===== src/rtl/cart_boot_handshake.sv =====
// ---------------------------------------------------------------------------
// cart_boot_handshake
//   Runs the cartridge mapper boot handshake. The mapper is held in reset for
//   two cycles and then receives an unlock address pair. After that it
//   streams a framed payload word back on its SO pin. The block captures the
//   frame, checks it against the GOLD word, and retries on failure until the
//   retry budget is used up.
//
// Ports
//   clk_i    : single clock, rising edge
//   rst_i    : synchronous active-high reset
//   start_i  : one-cycle run request, accepted only in IDLE
//   si_i     : serial stream from the mapper
//   addr_o   : unlock address byte to the mapper (8'hFF when idle)
//   mrstn_o  : active-low mapper reset
//   busy_o   : handshake in progress
//   done_o   : handshake finished, held until the next accepted start
//   pass_o   : result qualifier for done_o
//   word_o   : payload bits 16:1 of the last captured frame
//   tries_o  : failed attempts in the current run (saturating)
//
// state | meaning
// IDLE  | waiting for start_i
// MRST  | mapper reset low for two cycles
// ACK   | drive unlock byte 8'h5A
// NAK   | drive unlock byte 8'hA5
// HUNT  | wait for the start bit, bounded by HUNT_MAX
// CAPT  | shift in frame bits 1..17
// STOP  | sample the two trailer bits
// CHECK | validate the frame and latch the payload
// FIN   | result presented for one cycle before IDLE
// ---------------------------------------------------------------------------
module cart_boot_handshake #(
   parameter logic [15:0] GOLD     = 16'h28A0,
   parameter int          HUNT_MAX = 4,
   parameter int          RETRIES  = 3
) (
   input  logic        clk_i,
   input  logic        rst_i,
   input  logic        start_i,
   input  logic        si_i,
   output logic [7:0]  addr_o,
   output logic        mrstn_o,
   output logic        busy_o,
   output logic        done_o,
   output logic        pass_o,
   output logic [15:0] word_o,
   output logic [1:0]  tries_o
);

   typedef enum logic [3:0] {
      S_IDLE, S_MRST, S_ACK, S_NAK, S_HUNT, S_CAPT, S_STOP, S_CHECK, S_FIN
   } state_t;

   localparam logic [3:0] HUNT_LAST = 4'(HUNT_MAX - 1);
   localparam logic [1:0] RETRY_MAX = 2'(RETRIES);

   state_t      state_q, state_d;
   logic        phase_q, phase_d;    // second-cycle flag for MRST and STOP
   logic [3:0]  hunt_q,  hunt_d;
   logic [4:0]  bit_q,   bit_d;
   logic [17:0] frame_q, frame_d;
   logic [1:0]  trail_q, trail_d;
   logic        done_q,  done_d;
   logic        pass_q,  pass_d;
   logic [15:0] word_q,  word_d;
   logic [1:0]  tries_q, tries_d;

   logic        attempt_fail;
   logic        frame_ok;

   // state register
   always_ff @(posedge clk_i) begin
      if (rst_i) begin
         state_q <= S_IDLE;
         phase_q <= 1'b0;
         hunt_q  <= '0;
         bit_q   <= '0;
         frame_q <= '0;
         trail_q <= '0;
         done_q  <= 1'b0;
         pass_q  <= 1'b0;
         word_q  <= '0;
         tries_q <= '0;
      end else begin
         state_q <= state_d;
         phase_q <= phase_d;
         hunt_q  <= hunt_d;
         bit_q   <= bit_d;
         frame_q <= frame_d;
         trail_q <= trail_d;
         done_q  <= done_d;
         pass_q  <= pass_d;
         word_q  <= word_d;
         tries_q <= tries_d;
      end
   end

   assign frame_ok = (frame_q[0] == 1'b0) && (frame_q[17] == 1'b0) &&
                     (frame_q[16:1] == GOLD) && (&trail_q);

   // next-state and datapath
   always_comb begin
      state_d      = state_q;
      phase_d      = phase_q;
      hunt_d       = hunt_q;
      bit_d        = bit_q;
      frame_d      = frame_q;
      trail_d      = trail_q;
      done_d       = done_q;
      pass_d       = pass_q;
      word_d       = word_q;
      tries_d      = tries_q;
      attempt_fail = 1'b0;

      unique case (state_q)
         S_IDLE: begin
            if (start_i) begin
               state_d = S_MRST;
               phase_d = 1'b0;
               done_d  = 1'b0;
               pass_d  = 1'b0;
               tries_d = '0;
            end
         end
         S_MRST: begin
            if (phase_q) begin
               state_d = S_ACK;
               phase_d = 1'b0;
            end else begin
               phase_d = 1'b1;
            end
         end
         S_ACK: state_d = S_NAK;
         S_NAK: begin
            state_d = S_HUNT;
            hunt_d  = '0;
         end
         S_HUNT: begin
            if (!si_i) begin
               frame_d[0] = 1'b0;
               bit_d      = 5'd1;
               state_d    = S_CAPT;
            end else if (hunt_q == HUNT_LAST) begin
               attempt_fail = 1'b1;
            end else begin
               hunt_d = hunt_q + 4'd1;
            end
         end
         S_CAPT: begin
            frame_d[bit_q] = si_i;
            bit_d          = bit_q + 5'd1;
            if (bit_q == 5'd17) begin
               state_d = S_STOP;
               phase_d = 1'b0;
            end
         end
         S_STOP: begin
            trail_d[phase_q] = si_i;
            if (phase_q) begin
               state_d = S_CHECK;
               phase_d = 1'b0;
            end else begin
               phase_d = 1'b1;
            end
         end
         S_CHECK: begin
            word_d = frame_q[16:1];
            if (frame_ok) begin
               state_d = S_FIN;
               done_d  = 1'b1;
               pass_d  = 1'b1;
            end else begin
               attempt_fail = 1'b1;
            end
         end
         S_FIN: state_d = S_IDLE;
         default: state_d = S_IDLE;
      endcase

      // Shared failure path for HUNT timeout and a rejected frame.
      if (attempt_fail) begin
         if (tries_q < RETRY_MAX) begin
            tries_d = tries_q + 2'd1;
            state_d = S_MRST;
            phase_d = 1'b0;
         end else begin
            state_d = S_FIN;
            done_d  = 1'b1;
            pass_d  = 1'b0;
         end
      end
   end

   // outputs
   always_comb begin
      addr_o  = 8'hFF;
      mrstn_o = 1'b1;
      busy_o  = 1'b1;
      unique case (state_q)
         S_IDLE:  busy_o  = 1'b0;
         S_FIN:   busy_o  = 1'b0;
         S_MRST:  mrstn_o = 1'b0;
         S_ACK:   addr_o  = 8'h5A;
         S_NAK:   addr_o  = 8'hA5;
         default: ;
      endcase
   end

   assign done_o  = done_q;
   assign pass_o  = pass_q;
   assign word_o  = word_q;
   assign tries_o = tries_q;

endmodule


===== config.mk =====
export PLATFORM = sky130hd
export DESIGN_NAME = cart_boot_handshake
export DESIGN_NICKNAME = d
export VERILOG_FILES = /design/src/rtl/cart_boot_handshake.sv
export SDC_FILE = /design/constraint.sdc
export NUM_CORES = 1
export LEC_CHECK = 0
export ABC_AREA = 0
export BUFFER_PORTS_ARGS = -buffer_cell sky130_fd_sc_hd__buf_4
export CAP_MARGIN = 15
export CORE_UTILIZATION = 57
export CTS_CLUSTER_SIZE = 20
export DETAILED_ROUTE_END_ITERATION = 12
export HOLD_SLACK_MARGIN = 0.1
export PLACE_DENSITY_LB_ADDON = 0.3
export RECOVER_POWER = 50
export SKIP_LAST_GASP = 1
export SLEW_MARGIN = 40
export SYNTH_ARGS = -nofsm -noshare
export SYNTH_HDL_FRONTEND = slang
export SYNTH_SLANG_ARGS = --single-unit

===== constraint.sdc =====
create_clock -name clk_i -period 2.4 [get_ports clk_i]
set_input_delay 0.12 -clock clk_i [delete_from_list [all_inputs] [get_ports clk_i]]
set_output_delay 0.12 -clock clk_i [all_outputs]
set_load 0.05 [all_outputs]

==> reports/qor.yml <==
worst_setup_path:
  worstSetupPathType: "flip-flop to flip-flop"
  worstPathArrival_ns: 2.25
  crit_required_ns: 2.65
  start_kind: "flip-flop"
  r2r_cells: 5
  cp-end-kind: "flip-flop"
  cp_max_fo: 18
clock_tree:
  ctsResizeCount: 0
  post_cts_buffers: 0
  cts-htree-levels: 2
  clkLatencyLatePin_ns: 0.32
  clock-sinks: 54
  path_clk_slew_ns: 0.11
  cts-hold-fix-buffers: 0
  cts_buffers: 5
  clock_path_buffers: 2
  cts_tree: "built"
  clockRootBuffer: "clkbuf_8"
power:
  power_density_mw_per_mm2: 771
  ir_drop_v: 0.000389
  leakage_nw: 0.992
synth:
  ys_warn_count: 0
  synth_top_area_cell: "dfxtp_1"
  ys.flop_type: "dfxtp_1"
  synthTopCellsByCount: "70 x nand2_1, 54 x dfxtp_1, 40 x a21oi_1"
  synth_area_per_cell_sq_um: 7.95
  yosys.cell_types.count: 48
  synth_fp_nets: 335
  yosysSeqAreaShare_pct: 41.8
  synth_top_cell_area_share_pct: 41.8
  yosysMostFrequentCell: "nand2_1"
  synth_area_leaders: "dfxtp_1 42%, nand2_1 10%, a21oi_1 7.7%, nand3_1 4.8%, mux2i_1 3.9%"
  async_reset_ff_share_pct: 0
  ys_ff_latch: 54
  syn-instance-count: 325
  netlist_area_sq_mm: 0.00258
  synth_edf_count: 0
global_route:
  grt_use_total_pct: 23.9
  grt_max_degree: 54
  grt_pass1_wl_um: 9380
  grt.overflow.total: 0
  antenna_found_initial: 0
  first_global_vias: 1998
routing:
  final_antenna_net_count: 0
  first_pass_iters: 4
  wl_um: 5450
  vias_per_cell: 5.64
  first_iter_violations: 176
  num_vias: 2235
  drc: 0
  wl_per_cell_um: 13.8
finish:
  fill_cells: 429
  n_antenna_cell: 0
  drive_gt1_share_pct: 8.72
  fin_cells: 396
  fin_util_pct: 65.0
  fin_nets: 353
  multiInputGateArea_sq_mm: 0.00134
  seq_area_sq_mm: 0.00108
  syn_to_final_growth_pct: 9.44
timing:
  fin_crit_sh_pct: 83.5
  rsz0062_at_grt: "false"
  fmax_mhz: 499
  slew_headroom_pct: 47.8
  tns_ns: 0
  maxSlewViolCount: 0
  worst_pin_slew_ns: 0.784
  fin_crit_ns: 2.00
  hold_violations: 0
  finalClockSkew_ns: 0.0103
  setup_viol: 0
flow_run:
  maxCapViolCount: 0
placed_design:
  hpwl_um: 3720
  placed_cells: 388
  io_buffers: 33
  gp_congestion: 0.911
min_path:
  hold_class: "input pin to flip-flop"
  min_path_cells: 3
floorplanning:
  rows: 24
  dieHeight_um: 69.3
  dieArea_sq_mm: 0.00481
  die_x_um: 69.3
  start_util_pct: 59.4
  core_area_sq_mm: 0.00435
  ios: 34
run_status:
  status: "completed"
[cell usage in the layout, fill, tap and decap left out, types with 2 or more instances in the layout]
master     n
and2_1     4
or3_1      2
nor3_1     3
nor3b_1    5
ha_1       6
nor4bb_1   2
mux2i_1   10
a21oi_1   40
nand2b_1   5
and3_1     2
inv_1      5
nand3_1   25
nand2_1   70
buf_4     16
clkbuf_1  23
clkbuf_8   5
xnor2_1    2
a31oi_1    3
nor4b_1    5
a211oi_1   3
o21ai_0    5
nor2b_1    3
nor2_1    19
dfxtp_1   54
a22oi_1    2
[power breakdown]
part | leakage, nW | switching (mW) | internal, mW | total [mW]
Combinational | 0.498 | 0.370 | 0.185 | 0.555
Sequential | 0.435 | 0.0739 | 0.924 | 0.998
Clock | 0.0587 | 0.312 | 0.317 | 0.629
Total | 0.992 | 0.756 | 1.43 | 2.18
[worst paths after layout]
kind	slack [ns]	end	start
setup reg to reg	0.40	done_o	state_q[1]
setup / recovery	0.40	done_o	state_q[1]
hold / removal	0.19	frame_q[1]	si_i
hold reg to reg	0.46	word_o[14]	word_o[14]
[state kept, by name, summed over array words and instances (netlist names), 2 cells and up]
signal and flops:
bit_q 5, frame_q 18, hunt_q 4, state_q 4, trail_q 2, tries_o 2
word_o 16
[worst max-delay path: stages, from the launching register on]
cell and delay (ns):
dfxtp_1 0.58, nor2b_4 0.28, and3_1 0.18, clkbuf_1 0.60, a21oi_1 0.14, o2bb2ai_1 0.16
[routing by layer]
| metal | wire length, um | GRT usage (%) | up-vias |
|---|---|---|---|
| met3 | 248 | 4.51 | 9 |
| met1 | 2730 | 34.1 | 1028 |
| li1 | - | - | 1149 |
| met4 | 81 | 8.16 | 0 |
| met2 | 2390 | 36.1 | 49 |
| met5 | 0 | 0 | - |
[cells by family after synthesis]
logic type,count (synthesis),share of synthesized area [%]
xor gates and xnor gates,2,0.678
DFF,54,41.8
adders and majority gates,6,2.90
buffers and inverters,33,6.29
muxes,10,3.87
and+or+nand+nor,157,30.2
AOI/OAI and AO/OA,63,14.2
[area by class of cell]
type                            count  share of cell area [%]
Inverter                            5                   0.663
Timing Repair Buffer               39                    7.30
Tap cell                           52                    2.30
Sequential cell                    54                    38.2
Multi-Input combinational cell    238                    47.4
Clock buffer                        5                    2.43
Clock inverter                      3                    1.68
[through the flow]
step / power (mW) / instance area, sq um / hold slack, ns / setup WS (ns)
global route: 2.28 / 2830 / 0.198 / 0.135
floorplan: 1.49 / 2580 / 0.362 / 0.646
detailed placement: 1.59 / 2800 / 0.449 / 0.425
CTS: 2.21 / 2920 / 0.175 / 0.415
global placement: 1.59 / 2800 / 0.443 / 0.510
finish: 2.18 / 2830 / 0.190 / 0.396
Power figures use the tool's default switching activity.
